--- config.mk ---
export PLATFORM = sky130hd
export DESIGN_NAME = wave_sweep_ctrl
export DESIGN_NICKNAME = d
export VERILOG_FILES = /design/src/rtl/wave_sweep_ctrl.sv
export SDC_FILE = /design/constraint.sdc
export NUM_CORES = 1
export LEC_CHECK = 0
export CORE_ASPECT_RATIO = 1.1
export CORE_MARGIN = 2
export CORE_UTILIZATION = 48
export DETAILED_ROUTE_END_ITERATION = 16
export GPL_TIMING_DRIVEN = 0
export HOLD_SLACK_MARGIN = 0.08
export PLACE_DENSITY = 0.7
export REMOVE_ABC_BUFFERS = 1
export SLEW_MARGIN = 20
export SYNTH_ARGS = -nofsm -noshare
export SYNTH_HDL_FRONTEND = slang
export SYNTH_SLANG_ARGS = --single-unit
--- constraint.sdc ---
create_clock -name clk_100kHz -period 5.3 [get_ports clk_100kHz]
set_input_delay 0.795 -clock clk_100kHz [delete_from_list [all_inputs] [get_ports clk_100kHz]]
set_output_delay 0.795 -clock clk_100kHz [all_outputs]
set_load 0.05 [all_outputs]
--- src/rtl/wave_sweep_ctrl.sv ---
// Frequency-sweep scheduler for the DDS generator: steps freq_ctrl between limits with a dwell per value.
// Optional step_tick output when WAVE_SWEEP_STEP_TICK_EN is defined.
module wave_sweep_ctrl #(
  parameter int unsigned FREQ_W  = 8,
  parameter int unsigned DWELL_W = 16
) (
  input  logic               clk_100kHz,
  input  logic               rst,
  input  logic               start,
  input  logic               abort,
  input  logic [1:0]         mode,
  input  logic [FREQ_W-1:0]  f_lo,
  input  logic [FREQ_W-1:0]  f_hi,
  input  logic [FREQ_W-1:0]  f_step,
  input  logic [DWELL_W-1:0] dwell,
  input  logic [1:0]         wave_sel,
  output logic [FREQ_W-1:0]  freq_ctrl,
  output logic [1:0]         sw,
  output logic               busy,
  output logic               done,
`ifdef WAVE_SWEEP_STEP_TICK_EN
  output logic               cfg_err,
  output logic               step_tick
`else
  output logic               cfg_err
`endif
);

  localparam int unsigned EXT_W = FREQ_W + 1;

  typedef enum logic [1:0] {
    IDLE = 2'd0,
    RUN  = 2'd1,
    DONE = 2'd2
  } state_t;

  state_t state, state_nxt;

  logic [1:0]         mode_q, mode_d;
  logic [FREQ_W-1:0]  lo_q, lo_d, hi_q, hi_d, step_q, step_d;
  logic [DWELL_W-1:0] dwell_q, dwell_d, cnt_q, cnt_d;
  logic               dir_q, dir_d;  // 1 = stepping down
  logic [FREQ_W-1:0]  freq_d;
  logic [1:0]         sw_d;
  logic               busy_d, done_d, err_d;

  logic               cfg_ok, term, finish, accept, step_upd_c;
  logic [EXT_W-1:0]   up_sum;
  logic [FREQ_W-1:0]  up_nxt, dn_nxt;

  // Step arithmetic is one bit wider so an overshoot past f_hi clamps instead of wrapping.
  assign cfg_ok = (f_lo <= f_hi) && (f_step != '0);
  assign accept = start && !abort && cfg_ok;
  assign term   = (cnt_q == dwell_q);
  assign up_sum = EXT_W'(freq_ctrl) + EXT_W'(step_q);
  assign up_nxt = (up_sum > EXT_W'(hi_q)) ? hi_q : up_sum[FREQ_W-1:0];
  assign dn_nxt = (EXT_W'(freq_ctrl) < (EXT_W'(lo_q) + EXT_W'(step_q))) ? lo_q
                                                                        : (freq_ctrl - step_q);
  assign finish = term && (((mode_q == 2'd0) && (freq_ctrl == hi_q)) ||
                           ((mode_q == 2'd1) && (freq_ctrl == lo_q)));
  assign step_upd_c = ((state == IDLE) && accept) ||
                      ((state == RUN) && !abort && term && !finish);

  // State and datapath registers.
  always_ff @(posedge clk_100kHz) begin
    if (rst) begin
      state     <= IDLE;
      mode_q    <= '0;
      lo_q      <= '0;
      hi_q      <= '0;
      step_q    <= '0;
      dwell_q   <= '0;
      cnt_q     <= '0;
      dir_q     <= 1'b0;
      freq_ctrl <= '0;
      sw        <= '0;
      busy      <= 1'b0;
      done      <= 1'b0;
      cfg_err   <= 1'b0;
    end else begin
      state     <= state_nxt;
      mode_q    <= mode_d;
      lo_q      <= lo_d;
      hi_q      <= hi_d;
      step_q    <= step_d;
      dwell_q   <= dwell_d;
      cnt_q     <= cnt_d;
      dir_q     <= dir_d;
      freq_ctrl <= freq_d;
      sw        <= sw_d;
      busy      <= busy_d;
      done      <= done_d;
      cfg_err   <= err_d;
    end
  end

  // Next-state logic; abort wins over start and over the terminal step.
  always_comb begin
    state_nxt = state;
    case (state)
      IDLE:    if (accept) state_nxt = RUN;
      RUN: begin
        if (abort)       state_nxt = IDLE;
        else if (finish) state_nxt = DONE;
      end
      DONE:    state_nxt = IDLE;
      default: state_nxt = IDLE;
    endcase
  end

  // Next values of the registered outputs and sweep datapath.
  always_comb begin
    mode_d  = mode_q;
    lo_d    = lo_q;
    hi_d    = hi_q;
    step_d  = step_q;
    dwell_d = dwell_q;
    cnt_d   = cnt_q;
    dir_d   = dir_q;
    freq_d  = freq_ctrl;
    sw_d    = sw;
    busy_d  = busy;
    done_d  = 1'b0;
    err_d   = cfg_err;
    case (state)
      IDLE: begin
        sw_d = wave_sel;
        if (start && !abort) begin
          if (cfg_ok) begin
            mode_d  = mode;
            lo_d    = f_lo;
            hi_d    = f_hi;
            step_d  = f_step;
            dwell_d = dwell;
            cnt_d   = '0;
            err_d   = 1'b0;
            busy_d  = 1'b1;
            dir_d   = (mode == 2'd1);
            freq_d  = (mode == 2'd1) ? f_hi : f_lo;
          end else begin
            err_d = 1'b1;
          end
        end
      end
      RUN: begin
        if (abort) begin
          busy_d = 1'b0;
        end else if (!term) begin
          cnt_d = cnt_q + DWELL_W'(1);
        end else begin
          cnt_d = '0;
          if (finish) begin
            busy_d = 1'b0;
            done_d = 1'b1;
          end else begin
            case (mode_q)
              2'd0: freq_d = up_nxt;
              2'd1: freq_d = dn_nxt;
              2'd2: freq_d = (freq_ctrl == hi_q) ? lo_q : up_nxt;
              default: begin
                // Ping-pong: reverse at an endpoint and step away so it is not repeated.
                if (!dir_q) begin
                  if (freq_ctrl == hi_q) begin
                    dir_d  = 1'b1;
                    freq_d = dn_nxt;
                  end else begin
                    freq_d = up_nxt;
                  end
                end else begin
                  if (freq_ctrl == lo_q) begin
                    dir_d  = 1'b0;
                    freq_d = up_nxt;
                  end else begin
                    freq_d = dn_nxt;
                  end
                end
              end
            endcase
          end
        end
      end
      DONE: begin
        busy_d = 1'b0;
      end
      default: begin
        busy_d = 1'b0;
      end
    endcase
  end

`ifdef WAVE_SWEEP_STEP_TICK_EN
  // One-cycle pulse aligned with each freq_ctrl update in RUN.
  always_ff @(posedge clk_100kHz) begin
    if (rst) step_tick <= 1'b0;
    else     step_tick <= step_upd_c;
  end
`else
  logic unused_step_upd;
  assign unused_step_upd = step_upd_c;
`endif

endmodule
# After elaboration in Yosys (flattened, before gate mapping)
# Cells that the tools add are included.
[word_totals] register_bits=74 input_bits=48 output_inout_bits=13 word_cells=100
[op_classes] add_sub_neg=4 n_lt_le_gt_ge=3 n_eq_ne=16 muxes=41 n_bitwise=2 n_reduce_logical=21
[op_table] op="$mux 8" count=12
[op_table] op="$mux 16" count=4
[op_table] op="$pmux 16 s2" count=1
[op_table] op="$pmux 8 s3" count=1
[op_table] op="$add 8x8->9" count=2
[op_table] op="$add 16x1->16 const B" count=1
[op_table] op="$eq 16x16->1" count=1
[op_table] op="$eq 8x8->1" count=2
[op_table] op="$mux 1" count=16
[op_table] op="$pmux 8 s2" count=1
[op_table] op="$ne 2x2->1 const B" count=7
[op_table] op="$gt 9x8->1" count=1
[op_table] op="$lt 8x9->1" count=1
[op_table] op="$le 8x8->1" count=1
[op_table] op="$reduce_and 4->1" count=2
[op_table] op="$reduce_bool 8->1" count=1
[op_table] op="$sub 8x8->8" count=1
[op_table] op="$reduce_and 7->1" count=1
[op_table] op="$eq 2x1->1 const B" count=3
[op_table] op="$logic_and 1x1->1" count=6
[op_table] op="$mux 2" count=3
[op_table] op="$ne 3x3->1 const B" count=2
[op_table] op="$reduce_and 6->1" count=1
[op_table] op="$logic_not 2->1" count=2
[op_table] op="other kinds (11)" count=14

# Logic depth before layout (Yosys ltp)
[logic_depth] depth_word=10 ltp_mapped=15 mapped_depth_nobuf=15

# Least setup slack after synthesis
# No wires, ideal clock.
[synth_path] kind="flip-flop to flip-flop" from="reg freq_ctrl[1]" to="reg freq_ctrl[7]" setup_ns=0.134 arrival_time_ns=3.559 required_ns=5.166 setup_slack_ns=1.606 path_stages_with_launch=14 path_buffers=0 period_less_slack_ns=3.694 path_cell_list="dfxtp_1 -> ha_1 -> nand2b_1 -> a221oi_1 -> o311a_1 -> xnor2_1 -> ha_1 -> nand4_1 -> or2_2 -> a21oi_1 -> o21ai_4 -> mux2_2 -> a221oi_1 -> a311oi_1"
[synth_via] elab_chain_len=10 word_cells_on_any_way=23 cone_classes="add/sub (2); order compare (2); eq/ne (3); mux (11); reduce/logical (5)"
[synth_lines] element="from (decl)" line_no="17" rtl="output logic [FREQ_W-1:0] freq_ctrl,"
[synth_lines] element="from (signal assigned)" line_no="89" rtl="freq_ctrl <= freq_d;"
[synth_lines] element="$add 8x8->9" line_no="55" rtl="assign up_sum = EXT_W'(freq_ctrl) + EXT_W'(step_q);"
[synth_lines] element="$gt 9x8->1" line_no="56" rtl="assign up_nxt = (up_sum > EXT_W'(hi_q)) ? hi_q : up_sum[FREQ_W-1:0];"
[synth_lines] element="$mux 8" line_no="56"
[synth_lines] element="$mux 8, on equally long branches" line_no="163, 170"
[synth_lines] element="$mux 8" line_no="162" rtl="if (!dir_q) begin"
[synth_lines] element="$pmux 8 s3" line_no="156" rtl="case (mode_q)"
[synth_lines] element="$mux 8" line_no="152" rtl="if (finish) begin"
[synth_lines] element="$mux 8" line_no="148" rtl="end else if (!term) begin"
[synth_lines] element="$mux 8" line_no="146" rtl="if (abort) begin"
[synth_lines] element="$pmux 8 s2" line_no="125" rtl="case (state)"
# Several ways; a longest one is shown, not always the timed one. The select of a mux whose other input is x is not followed.
# A chain may end at the register's enable or synchronous reset.

# Final worst setup path
# Ends and elaborated chain as after synthesis.

==> reports/metrics.csv <==
metric,value,unit
"Clk pin slew, worst setup/hold paths",0.06,ns
root buffer cell,clkbuf_16,
crit path time final,3.93,ns
post-DR wirelength/cell,16.9,um
Synthesis Warnings,0,
pwr/cell area,286,nW/um^2
worst reg2reg path depth,14,
Hold Fails Final Rpt,0,
post-CTS setup buffers,0,
Simple-Gate Fraction of Synth Area,0.225,
ratio of cells with drive above 1 in the final layout,0.0657,
count of non-filler cells in the finished layout,862,
first-pass GRT wire length,23.6,mm
startpoint types,flop,
Sink Count,74,
CP Capture Type,flop,
number of vias per cell,5.76,
GP Congestion,0.955,
Clock Skew,0.00459,ns
die width,104,um
Filler cells,1027,
# setup viols final,0,
Cell Rows,40,
post-synthesis cell type count,65,
TNS Setup,0,ns
Final Slew Violations,0,
Fin Hold WS,0.468,ns
Hold Crit Class,flop to flop,
post-synthesis compound-gate area fraction,0.198,
Die H,114,um
I/O Pins,61,
"Area growth, synth to finish",19.8,%
ant diodes,0,
DP HPWL,11.2,mm
Num CTS Buffers,9,
Reg area,1480,um^2
maxcap violations,0,
post-synthesis mux area share,0.0232,
CTS tree,done,
post-route design area,6320,um^2
Worst EP required,5.50,ns
antenna violations before repair,0,
Fmax,255,MHz
pin count of the biggest net entering global routing,37,
dpl cells,846,
#FFs+latches synth,74,
Clock Latency Late Sink,0.33,ns
WP data arrival,4.13,ns
mapped cell area,5280,um^2
Reg2Reg Launch Point,freq_ctrl[1]$_SDFFE_PP0P_,
Crit Path Class,flop to flop,
Hold Path Cell Cnt,2,
"EDFF count, synth",0,
grt ovf,0,
via count,4966,
port bufs,60,
Rel. slew slack,0.531,
hold buffer count at CTS,0,
Final ANT Viol Nets,0,
Initial Util,0.488,
Synth Flop Type,dfxtp_1,
CTS Buffer Depth,2,
core region area,10800,um^2
Total Routing Usage GR,0.251,
DRT Pass-1 Iters,5,
RSZ-0062 raised after global routing,false,
"Power, Total",1.81,mW
Crit. Startpoint,freq_ctrl[1]$_SDFFE_PP0P_,
layout net count,808,
Synth Instances,663,
peak supply drop,0.242,mV
Post-DP Area,6020,um^2
sequential share of the synthesized area,0.281,
vias in the first global route,4998,
FF-to-FF End,freq_ctrl[7]$_SDFFE_PP0P_,
DRT iter0 DRCs,242,
# resized after CTS,0,
Lkg Pwr,2.44,nW
Syn Area/Cell,7.96,um^2
Post-synth ARST share,0,
worst setup path end,freq_ctrl[7]$_SDFFE_PP0P_,
run status,finished clean,
Synth Area in Adders,0.123,
Post-route DRC,0,
Multi-input gate area,3540,um^2
fin crit share,0.741,
worst reg-to-reg setup slack,1.37,ns
post-synthesis xor/xnor area fraction,0.0996,
largest fanout on the critical path,10,
Slew @ Worst Pin,0.704,ns
WL final,14.6,mm
largest family of logic cells by synthesized area,simple AND/OR/NAND/NOR gates,
Die Area,11800,um^2
CTS H-tree lvls,3,
-- synthesized netlist by cell type, types with 4 or more instances --
master      n  area [um^2]
nand2_1   126          473
dfxtp_1    74         1480
a21oi_1    73          365
ha_1       47          588
xnor2_1    42          368
inv_1      39          146
nor2_1     30          113
xor2_1     18          158
nand4_1    17          106
o21ai_0    16         80.1
clkbuf_1   15         56.3
nand3_1    11         55.1
nor2b_1    11         68.8
nor3_1     11         55.1
buf_2      10         50.1
mux2i_1    10          100
o211ai_1   10         75.1
nand2b_1    9         56.3
and3_1      7         43.8
a31oi_1     6         37.5
o221ai_1    6         52.6
nor4_1      5         31.3
o221a_2     5         56.3
or3_1       5         31.3
a221oi_1    4         35.0
o21bai_1    4         30.0
-- routing by layer --
metal  up-vias  global-route usage  wire length (um)
met3        57              0.0429               677
met4         0               0.163               769
li1       2420                   -                 -
met1      2337               0.274              5780
met5         -                   0                 0
met2       152               0.450              7380
-- sequential cells by signal, summed over array words and instances, names as in the netlist --
signal and flops:
sw 2, lo_q 8, busy 1, step_q 8
done 1, dir_q 1, dwell_q 16, hi_q 8
cnt_q 16, state 2, freq_ctrl 8, mode_q 2
cfg_err 1
-- layout by cell type, fill, tap and decap left out, drive strengths merged, types with 2 or more instances in the layout --
master / instances
o221ai: 7
nor3: 11
o221a: 5
mux2i: 10
or3: 5
ha: 47
nor2: 31
mux2: 2
inv: 39
xor2: 18
a21o: 3
o21a: 2
o211a: 3
o21ai: 20
or2: 2
xnor2: 42
a21oi: 74
o211ai: 10
nand3: 11
a31oi: 6
nand4: 17
fa: 3
buf: 4
and3: 7
nor2b: 11
clkdlybuf4s50: 59
a211oi: 2
nor4: 8
a311oi: 4
nand2b: 9
a221oi: 5
o21bai: 4
clkbuf: 11
dfxtp: 74
clkinv: 3
nand2: 127
-- worst max-delay path, stage by stage (launching register included) --
cell	delay (ns)
dfxtp_1	0.66
ha_1	0.34
nand2b_1	0.19
a221oi_1	0.38
nor2_1	0.07
o21bai_1	0.18
xnor2_1	0.14
ha_1	0.32
nand4_1	0.08
or2_2	0.27
a21oi_1	0.25
o21ai_4	0.17
mux2_2	0.32
a221oi_1	0.27
a311oi_1	0.14
-- layout make-up --
class | instances | share of cell area
Sequential cell | 74 | 0.234
Inverter | 39 | 0.0232
Tap cell | 147 | 0.0291
Multi-Input combinational cell | 523 | 0.560
Timing Repair Buffer | 63 | 0.105
Clock buffer | 11 | 0.0400
Clock inverter | 5 | 0.00831
-- stage by stage --
| stage | utilization | worst slack [ns] |
|---|---|---|
| 6_report | 0.585 | 1.37 |
| 5_1_grt | 0.585 | 1.09 |
| 4_1_cts | 0.585 | 1.39 |
| 3_5_place_dp | 0.556 | 1.42 |
| 3_3_place_gp | 0.549 | 0.806 |
| 2_1_floorplan | - | 1.61 |
-- logic make-up (layout without fill, tap and decap cells) --
logic type,after synthesis,count (layout)
XOR/XNOR,60,60
buffers and inverters,66,118
AO/OA/AOI/OAI,155,155
adder cells (fa/ha/maj),50,50
AND/OR/NAND/NOR,246,246
flip-flops,74,74
multiplexers,12,12
-- worst min-delay path by stage --
stage                        startpoint                  endpoint  slack, ns
2_1_floorplan   dwell_q[0]$_SDFFE_PP0P_   dwell_q[0]$_SDFFE_PP0P_       0.44
3_3_place_gp         sw[0]$_SDFFE_PP0P_        sw[0]$_SDFFE_PP0P_       0.45
3_5_place_dp    dwell_q[8]$_SDFFE_PP0P_   dwell_q[8]$_SDFFE_PP0P_       0.46
4_1_cts         dwell_q[8]$_SDFFE_PP0P_   dwell_q[8]$_SDFFE_PP0P_       0.47
5_1_grt        dwell_q[11]$_SDFFE_PP0P_  dwell_q[11]$_SDFFE_PP0P_       0.49
6_report        dwell_q[0]$_SDFFE_PP0P_   dwell_q[0]$_SDFFE_PP0P_       0.47
-- report_power, final --
group / leakage, nW / total (mW) / internal [mW] / switching (mW)
clock network: 0.151 / 0.612 / 0.387 / 0.225
registers: 0.601 / 0.626 / 0.582 / 0.0441
logic: 1.69 / 0.568 / 0.245 / 0.322
total: 2.44 / 1.81 / 1.21 / 0.591
Note: power is estimated with default switching activity, not from simulation.
